$ cat config.mk
export PLATFORM = sky130hd
export DESIGN_NAME = output_port_scheduler
export DESIGN_NICKNAME = d
export VERILOG_FILES = /design/src/rtl/output_port_scheduler_pkg.sv /design/src/rtl/output_port_scheduler_rr_pick.sv /design/src/rtl/output_port_scheduler.sv
export SDC_FILE = /design/constraint.sdc
export NUM_CORES = 1
export LEC_CHECK = 0
export CAP_MARGIN = 25
export CORE_ASPECT_RATIO = 1.1
export CORE_MARGIN = 1.5
export CORE_UTILIZATION = 30
export CTS_CLUSTER_DIAMETER = 30
export DETAILED_ROUTE_END_ITERATION = 6
export GPL_ROUTABILITY_DRIVEN = 0
export GPL_TIMING_DRIVEN = 1
export PLACE_DENSITY = 0.57
export SYNTH_ARGS = -nofsm -noshare
export SYNTH_HDL_FRONTEND = slang
export SYNTH_SLANG_ARGS = --single-unit
$ cat constraint.sdc
create_clock -name clk -period 9.2 [get_ports clk]
set_input_delay 1.84 -clock clk [delete_from_list [all_inputs] [get_ports clk]]
set_output_delay 1.84 -clock clk [all_outputs]
set_load 0.005 [all_outputs]
$ cat src/rtl/output_port_scheduler_pkg.sv
// Shared router globals and scheduler state encoding.
package output_port_scheduler_pkg;

    localparam int PORT_N      = 0;
    localparam int PORT_S      = 1;
    localparam int PORT_E      = 2;
    localparam int PORT_W      = 3;
    localparam int PORT_CACHE  = 4;

    localparam int OUT_CREDITS = 4;

    typedef enum logic [1:0] {
        ST_IDLE      = 2'd0,
        ST_GRANT     = 2'd1,
        ST_NO_CREDIT = 2'd2
    } sched_state_e;

endpackage

$ cat src/rtl/output_port_scheduler_rr_pick.sv
// Combinational round-robin picker: first set request at or after ptr wins.
module rr_pick #(
    parameter int N     = 5,
    parameter int PTR_W = 3
) (
    input  logic [N-1:0]     req,
    input  logic [PTR_W-1:0] ptr,
    output logic [N-1:0]     winner,
    output logic             valid
);

    logic [PTR_W:0]   sum;
    logic [PTR_W-1:0] idx;

    // Scan upward from ptr, wrapping at N, and keep the first hit.
    always_comb begin
        winner = '0;
        valid  = 1'b0;
        sum    = '0;
        idx    = '0;
        for (int k = 0; k < N; k++) begin
            sum = {1'b0, ptr} + (PTR_W+1)'(k);
            if (sum >= (PTR_W+1)'(N)) begin
                sum = sum - (PTR_W+1)'(N);
            end
            idx = sum[PTR_W-1:0];
            if (!valid && req[idx]) begin
                winner[idx] = 1'b1;
                valid       = 1'b1;
            end
        end
    end

endmodule

$ cat src/rtl/output_port_scheduler.sv
// Output-port round-robin scheduler with burst hold and downstream credits.
//   state        | meaning
//   ST_IDLE      | no request, no grant
//   ST_GRANT     | grant_valid high, a flit moves this cycle
//   ST_NO_CREDIT | requests pending but downstream buffer full
module output_port_scheduler
    import output_port_scheduler_pkg::*;
#(
    parameter int NUM_REQ   = 5,
    parameter int CREDITS   = OUT_CREDITS,
    parameter int CREDIT_W  = 3,
    parameter int MAX_BURST = 4
) (
    input  logic                clk,
    input  logic                reset,
    input  logic [NUM_REQ-1:0]  req,
    input  logic [NUM_REQ-1:0]  lock,
    input  logic                credit_return,
    output logic [NUM_REQ-1:0]  grant,
    output logic                grant_valid,
    output logic [NUM_REQ-1:0]  stall,
    output logic [CREDIT_W-1:0] credit_count,
    output logic                credit_overflow
);

    localparam int PTR_W   = $clog2(NUM_REQ);
    localparam int BURST_W = $clog2(MAX_BURST) + 1;

    sched_state_e        state_q, state_d;
    logic [NUM_REQ-1:0]  grant_q, grant_d;
    logic [PTR_W-1:0]    ptr_q, ptr_d;
    logic [BURST_W-1:0]  burst_q, burst_d;
    logic [CREDIT_W-1:0] credit_q, credit_d;
    logic                ovf_q, ovf_d;

    logic [NUM_REQ-1:0]  pick_winner;
    logic                pick_valid;
    logic [PTR_W-1:0]    cur_idx, win_idx;
    logic [CREDIT_W:0]   eff_credit, credit_sum;
    logic                hold;
    logic                gv_d;

    function automatic logic [PTR_W-1:0] next_ptr(input logic [PTR_W-1:0] idx);
        return (idx == PTR_W'(NUM_REQ-1)) ? '0 : idx + 1'b1;
    endfunction

    rr_pick #(.N(NUM_REQ), .PTR_W(PTR_W)) u_pick (
        .req    (req),
        .ptr    (ptr_q),
        .winner (pick_winner),
        .valid  (pick_valid)
    );

    // Index of the current grantee and of the round-robin winner.
    always_comb begin
        cur_idx = '0;
        win_idx = '0;
        for (int i = 0; i < NUM_REQ; i++) begin
            if (grant_q[i])     cur_idx = PTR_W'(i);
            if (pick_winner[i]) win_idx = PTR_W'(i);
        end
    end

    // Next state, grant, pointer, burst and credit computation.
    always_comb begin
        state_d    = ST_IDLE;
        grant_d    = '0;
        ptr_d      = ptr_q;
        burst_d    = '0;
        gv_d       = 1'b0;
        // A same-edge return counts toward the credit available for granting.
        eff_credit = {1'b0, credit_q} + {{CREDIT_W{1'b0}}, credit_return};
        hold       = (state_q == ST_GRANT) && req[cur_idx] && lock[cur_idx] &&
                     (burst_q < BURST_W'(MAX_BURST-1)) && (eff_credit != '0);

        if (pick_valid) begin
            if (eff_credit == '0) begin
                state_d = ST_NO_CREDIT;
            end else begin
                state_d = ST_GRANT;
                gv_d    = 1'b1;
                if (hold) begin
                    grant_d = grant_q;
                    burst_d = burst_q + 1'b1;
                    ptr_d   = next_ptr(cur_idx);
                end else begin
                    grant_d = pick_winner;
                    ptr_d   = next_ptr(win_idx);
                end
            end
        end

        credit_sum = eff_credit - {{CREDIT_W{1'b0}}, gv_d};
        credit_d   = (credit_sum > (CREDIT_W+1)'(CREDITS)) ? CREDIT_W'(CREDITS)
                                                            : credit_sum[CREDIT_W-1:0];
        ovf_d      = ovf_q | (credit_return && (credit_q == CREDIT_W'(CREDITS)));
    end

    // State registers update on the falling edge like the rest of the fabric.
    always_ff @(negedge clk or negedge reset) begin
        if (!reset) begin
            state_q  <= ST_IDLE;
            grant_q  <= '0;
            ptr_q    <= '0;
            burst_q  <= '0;
            credit_q <= CREDIT_W'(CREDITS);
            ovf_q    <= 1'b0;
        end else begin
            state_q  <= state_d;
            grant_q  <= grant_d;
            ptr_q    <= ptr_d;
            burst_q  <= burst_d;
            credit_q <= credit_d;
            ovf_q    <= ovf_d;
        end
    end

    assign grant           = grant_q;
    assign grant_valid     = (state_q == ST_GRANT);
    assign stall           = req & ~(grant_q & {NUM_REQ{grant_valid}});
    assign credit_count    = credit_q;
    assign credit_overflow = ovf_q;

endmodule

### Yosys cells after proc, flatten, opt, wreduce, memory -nomap -nowiden

Cells that the tools add are included.

* bits in registers: 17
* logic and storage cells: 134
* output and inout bits: 15

* equality and inequality tests: 5
* reductions and logical operators: 21
* add/subtract/negate cells: 14
* muxes and demuxes: 61
* order comparisons: 18
* bitwise logic cells: 9

Operator list (number)
* $mux 3: 17
* $mux 5: 8
* $lt 3x4->1 const B: 6
* $bmux 1 s3: 7
* $mux 1: 21
* $or 5x5->5: 4
* $ge 4x3->1 const B: 4
* $demux 1 s3: 5
* $ge 3x1->1 const B: 5
* $sub 3x3->3 const B: 5
* $logic_and 1x1->1: 14
* $and 5x5->5: 2
* $add 3x1->3 const B: 3
* $eq 3x3->1 const B: 3
* $add 3x2->4 const B: 2
* $mux 2: 3
* $not 5->5: 1
* $add 3x1->4: 1
* $add 3x1->4 const B: 1
* $add 3x3->4 const B: 1
* $gt 4x3->1 const B: 1
* $logic_not 1->1: 4
* $logic_not 4->1: 1
* $reduce_bool 4->1: 1
* other kinds (8): 8

### Depth between registers and ports, before layout

Gate-level depths: netlist of run 1.

* depth in word-level cells: 24
* mapped depth: 20
* mapped depth without buffers: 17

### Modules after synthesis

A second synthesis of run 1 with hierarchy kept.

* cell total of the unflattened synthesis: 283
* area total of the unflattened synthesis: 2358.5 um^2

Modules (own cells, without submodules)
* rr_pick: instances 1, area each 1328.8 um^2, sequential area each 0.0 um^2, cells an instance 182
* output_port_scheduler: instances 1, area each 1029.7 um^2, sequential area each 426.7 um^2, cells an instance 101

==> results of run 1 <==
==> through the flow <==
stage	utilization [%]	setup slack (ns)	hold slack [ns]	instance area [µm²]	instances
after global routing	38.8	-0.00159	0.459	3040	469
final	38.8	0.175	0.430	3040	469
after CTS	38.2	0.0437	0.451	2990	468
after detailed placement	37.6	-0.229	0.451	2940	464
after floorplan	-	0.0542	0.425	2400	316
after global placement	37.6	-0.201	0.414	2940	464
==> cells in the final DEF, fill, tap and decap left out, types with 3 or more instances in the layout <==
| cell | netlist | routed |
|---|---|---|
| a211o_1 | 4 | 4 |
| a211oi_1 | 3 | 3 |
| a21boi_0 | 4 | 4 |
| a21o_1 | 5 | 5 |
| a21oi_1 | 22 | 21 |
| a31oi_1 | 4 | 3 |
| a32oi_1 | 5 | 5 |
| and2_1 | 4 | 4 |
| and3_1 | 5 | 5 |
| buf_4 | 2 | 35 |
| clkbuf_8 | 0 | 3 |
| clkdlybuf4s50_1 | 0 | 25 |
| dfrtn_1 | 16 | 16 |
| ha_1 | 15 | 15 |
| inv_1 | 15 | 15 |
| mux2_2 | 3 | 3 |
| mux2i_1 | 3 | 3 |
| nand2_1 | 27 | 27 |
| nand2b_1 | 6 | 6 |
| nand3_1 | 12 | 12 |
| nor2_1 | 26 | 25 |
| nor2b_1 | 13 | 13 |
| nor3_1 | 4 | 4 |
| nor3b_1 | 3 | 3 |
| nor4_1 | 4 | 4 |
| o2111ai_1 | 5 | 5 |
| o21a_1 | 4 | 4 |
| o21ai_0 | 9 | 8 |
| o21ai_1 | 8 | 7 |
| o21ai_2 | 1 | 3 |
| o22ai_1 | 6 | 6 |
| o31ai_1 | 7 | 7 |
| or2_2 | 3 | 3 |
| xnor2_1 | 4 | 4 |
==> per-layer routing <==
| metal | share of wire (%) | vias to the layer above | global-route usage (%) | routed length (µm) |
|---|---|---|---|---|
| met3 | 3.0 | 18 | 2.13 | 216 |
| met5 | 0 | - | 0 | 0 |
| li1 | - | 1273 | - | - |
| met4 | 3.1 | 0 | 7.57 | 220 |
| met1 | 46 | 1204 | 22.5 | 3290 |
| met2 | 48 | 65 | 27.5 | 3450 |
==> worst register-to-register path: stages (launching register included) <==
cell and delay (ns):
dfrtn_1 0.39, buf_4 0.39, inv_1 0.38, ha_1 0.37, ha_1 0.57, a21oi_1 0.22, or4_1 0.50, a31oi_2 0.21
nor4_1 0.08, buf_4 0.15, a21o_1 0.18, a221oi_2 0.36, nand2_1 0.10, ha_1 0.30, a22oi_2 0.15, a21oi_1 0.08
==> repair_timing <==
action                     CTS  global route
setup endpoints to repair    0             5
buffers inserted             0             1
resized for setup            0            12
hold buffers                 0             0
==> logic make-up after synthesis <==
family	count (synthesis)	share of synthesized area, %
AOI/OAI and AO/OA	111	32.8
xor gates and xnor gates	5	1.83
adders and majority gates	16	8.66
buffers and inverters	36	7.25
DFF	17	17.8
muxes	7	3.60
and+or+nand+nor	124	28.1
==> path summary, 6_finish.rpt <==
kind                                      start         endpoint  slack [ns]  cells past startpoint
max in group asynchronous                 reset         grant[0]        2.19                      1
worst min-delay path            credit_overflow  credit_overflow        0.43                      1
worst max-delay path                     req[0]         ptr_q[1]        0.17                     13
worst min register to register  credit_overflow  credit_overflow        0.43                      1
worst max register to register         ptr_q[0]         ptr_q[1]        4.62                     15
min in group asynchronous                 reset  credit_count[0]        6.51                      1
==> synthesized netlist by cell type (all sizes together) (3+ instances only) <==
library cell	n	share of area, %
o31ai	7	2.2
and3	5	1.3
a32oi	5	1.8
nor3b	3	0.94
nor2b	13	3.4
nand2	28	4.7
o2111ai	5	1.8
nor4	4	1.0
nor3	4	0.84
ha	15	7.8
inv	15	2.3
o21a	4	1.3
buf	12	3.5
o21ai	18	3.9
mux2	3	1.4
nand2b	6	1.6
a21boi	4	1.3
nand3	12	2.5
a31oi	4	1.0
a211oi	4	1.5
o22ai	6	1.6
clkbuf	9	1.4
a211o	4	1.5
xnor2	4	1.5
a21o	5	1.6
and2	4	1.0
dfrtn	16	17
nor2	28	5.2
a21oi	22	4.6
or2	4	1.0
mux2i	3	1.3
==> flip-flops by register name (all words and copies together), names as in the netlist <==
signal,count
grant,5
credit_overflow,1
ptr_q,3
credit_count,3
state_q,2
burst_q,3
==> layout make-up <==
type | instances | area share [%]
Multi-Input combinational cell | 263 | 60.5
Timing Repair Buffer | 62 | 17.7
Sequential cell | 17 | 14.0
Tap cell | 108 | 4.44
Inverter | 14 | 1.73
Clock buffer | 3 | 1.36
Clock inverter | 2 | 0.288
==> results.json, run 1 <==
{
  "outcome": "complete, no violations",
  "cts_buffer_depth": 2,
  "floorplan.rows": 34,
  "synth.avg_cell_area_um2": 7.59,
  "tns_ns": 0,
  "cts_root_buf": "clkbuf_8",
  "die_x_um": 88.2,
  "crit_type": "in2reg",
  "grt_max_degree": 46,
  "vias_per_cell": 5.46,
  "fillers": 851,
  "crit_path_top_delay_cell": "clkdlybuf4s50_1",
  "crit_fanout": 4,
  "drtIter0Drc": 107,
  "regArea_um2": 427,
  "wirelength_um": 7170,
  "dieHeight_um": 96.8,
  "synth_seq_cells": 17,
  "synth_cell_type_count": 70,
  "htreeDepth": 1,
  "post-dp-hpwl_um": 5710,
  "port_buffers": 27,
  "crit_arrival_ns": 4.54,
  "diodes": 0,
  "path_common_cell": "buf_4",
  "overflow": 0,
  "maxCapViolCount": 0,
  "ios": 28,
  "vias": 2560,
  "path_clk_slew_ns": 0.05,
  "clk_latency_ns": 0.31,
  "core_mm2": 0.00783,
  "min_path_type": "reg2reg",
  "grt_pass1_wl_um": 11800,
  "ys.flop_type": "dfrtn_1",
  "synthCells": 316,
  "ant_nets": 0,
  "first_global_vias": 2517,
  "cts_sinks": 17,
  "path_cells": "clkdlybuf4s50_1 > inv_1 > buf_4 > or2_2 > o21ai_1 > nor4_1 > buf_4 > a21o_1 > a221oi_2 > nand2_1 > ha_1 > a22oi_2 > a21oi_1",
  "endpoint_kind": "flop",
  "drive_above_1_share_pct": 18.3,
  "hold_viol": 0,
  "crit_family": "buffers and inverters",
  "ys_seq_area_share_pct": 17.8,
  "die-area_mm2": 0.00854,
  "yosys_warnings": 0,
  "wl_per_cell_um": 15.3,
  "setup_viol": 0,
  "cp-start-kind": "input pin",
  "grt_usage_pct": 17.1,
  "cts_buffers": 3,
  "worstPathRequired_ns": 4.71,
  "route.detailed.drc": 0,
  "max_slew_margin_pct": 49.2,
  "worst-slew-pin-transition_ns": 0.760,
  "multiInputGateArea_mm2": 0.00184,
  "synth_edf_count": 0,
  "drt_first_pass_iters": 5,
  "grt_antenna_before_repair": 0,
  "worst-path-buf-inv": 4,
  "num-nets-final": 391,
  "cts_tree": "built",
  "synthArstFlopShare_pct": 100,
  "clock_skew_ns": 0.0470,
  "cp_slowest_stage_delay_ns": 0.54,
  "synth_nets": 345,
  "area_growth_pct": 26.8,
  "start_util_pct": 30.6,
  "netlist_area_mm2": 0.00240,
  "maxSlewViolCount": 0
}
Power of run 1 is not shown: default switching activity piles up to over one toggle a cycle in this logic, so the estimate is an artifact.
==> inputs of run 2 (changes only) <==
--- a/config.mk
+++ b/config.mk
@@ -11,7 +11,6 @@
 export CORE_UTILIZATION = 30
 export CTS_CLUSTER_DIAMETER = 30
 export DETAILED_ROUTE_END_ITERATION = 6
-export GPL_ROUTABILITY_DRIVEN = 0
 export GPL_TIMING_DRIVEN = 1
 export PLACE_DENSITY = 0.57
 export SYNTH_ARGS = -nofsm -noshare
==> run 2 against run 1 <==
Against the previous run:
- die area unchanged
- wire length hardly changed
- sequential cell count stayed put
==> results.json, run 2 (synthesis gave the netlist of run 1 again) <==
{
  "path_common_cell": "a21oi_1",
  "grt_usage_pct": 17.5,
  "worstPathRequired_ns": 4.71,
  "die-area_mm2": 0.00854,
  "diodes": 0,
  "htreeDepth": 1,
  "floorplan.rows": 34,
  "setup_viol": 0,
  "clk_latency_ns": 0.31,
  "drive_above_1_share_pct": 18.0,
  "start_util_pct": 30.6,
  "max_slew_margin_pct": 49.2,
  "hold_slack_ns": 0.413,
  "maxCapViolCount": 0,
  "outcome": "complete, no violations",
  "cts_buffer_depth": 2,
  "r2r-start": "ptr_q[0]",
  "hp-start": "credit_overflow",
  "rr_worst_depth": 15,
  "hold_viol": 0,
  "grt_antenna_before_repair": 0,
  "largest_reg_flops": 5,
  "ios": 28,
  "r2r_slack_ns": 4.64,
  "path_cells": "clkdlybuf4s50_1 > inv_2 > o41a_1 > a32o_1 > o211a_1 > and3_1 > o31a_1 > a21oi_1 > nand2_1 > ha_1 > a22oi_1 > a21oi_1",
  "dp.cells": 465,
  "ant_nets": 0,
  "worst-path-buf-inv": 2,
  "wirelength_um": 7160,
  "port_buffers": 27,
  "cts_root_buf": "clkbuf_8",
  "crit_arrival_ns": 4.53,
  "first_global_vias": 2432,
  "wl_per_cell_um": 15.3,
  "vias_per_cell": 5.41,
  "drt_first_pass_iters": 5,
  "final_common_cell": "buf_4",
  "finalNonFillerCells": 469,
  "crit_type": "in2reg",
  "area_growth_pct": 26.6,
  "post-dp-hpwl_um": 5610,
  "cts_tree": "built",
  "rsz0062_at_grt": "false",
  "cp-start-kind": "input pin",
  "dieHeight_um": 96.8,
  "endpoint_kind": "flop",
  "overflow": 0,
  "crit_family": "compound AO/OA/AOI/OAI gates",
  "cts_buffers": 3,
  "path_clk_slew_ns": 0.05,
  "core_mm2": 0.00783,
  "grt_pass1_wl_um": 12000,
  "crit_path_top_delay_cell": "clkdlybuf4s50_1",
  "crit_fanout": 4,
  "grt_max_degree": 46,
  "fillers": 849,
  "min_path_type": "reg2reg",
  "worst-slew-pin-transition_ns": 0.760,
  "clock_skew_ns": 0.0455,
  "num-nets-final": 391,
  "vias": 2537,
  "hold_end": "credit_overflow",
  "drtIter0Drc": 92,
  "utilization_pct": 38.8,
  "cp_slowest_stage_delay_ns": 0.49,
  "route.detailed.drc": 0,
  "cts_sinks": 17,
  "die_x_um": 88.2,
  "path_depth": 12,
  "min_path_cells": 1,
  "maxSlewViolCount": 0,
  "most-common-layout-cells": "buf_4, nand2_1, nor2_1, clkdlybuf4s50_1, a21oi_1",
  "reg2reg_to": "ptr_q[1]",
  "gp_congestion": 0.930
}
run 2: cell counts in the layout (fill, tap and decap cells not counted):
Identical to the previous run, type by type.
run 2: routing by layer:
metal	part of all wire (%)	vias up	track usage (%)
li1	-	1273	-
met1	46	1182	24.3
met2	48	70	28.5
met3	3.9	12	0.597
met4	2.0	0	6.37
met5	0	-	0
run 2: final cells by class:
class / count / area [µm²] / share of cell area (%)
timing repair buffer: 62 / 538 / 17.7
multi-input combinational: 263 / 1830 / 60.4
inverter: 14 / 52.6 / 1.73
sequential: 17 / 427 / 14.1
clock buffer: 3 / 41.3 / 1.36
clock inverter: 2 / 8.76 / 0.289
tap: 108 / 135 / 4.45
run 2: per-stage QoR:
| step | setup TNS [ns] | setup slack, ns | instance area (µm²) |
|---|---|---|---|
| 2_1_floorplan | 0 | 0.0542 | 2400 |
| 3_3_place_gp | -0.815 | -0.223 | 2950 |
| 3_5_place_dp | -0.949 | -0.234 | 2950 |
| 5_1_grt | 0 | 0.00260 | 3030 |
| 4_1_cts | 0 | 0.0202 | 2990 |
| 6_report | 0 | 0.183 | 3030 |
run 2: worst max-delay path by stage:
stage	startpoint	end	slack, ns
5_1_grt	req[2]	ptr_q[1]	0.003
6_report	req[2]	ptr_q[1]	0.18
3_3_place_gp	req[3]	credit_count[1]	-0.22
4_1_cts	req[3]	credit_count[0]	0.02
2_1_floorplan	req[3]	credit_count[0]	0.05
3_5_place_dp	req[3]	credit_count[0]	-0.23
run 2: repair_timing:
item,in CTS,in global routing
setup buffers,0,0
setup endpoints to repair,0,5
hold buffers,0,0
hold endpoints to repair,0,0
gates resized for setup,0,11
Power of run 2 is left out for the same reason.
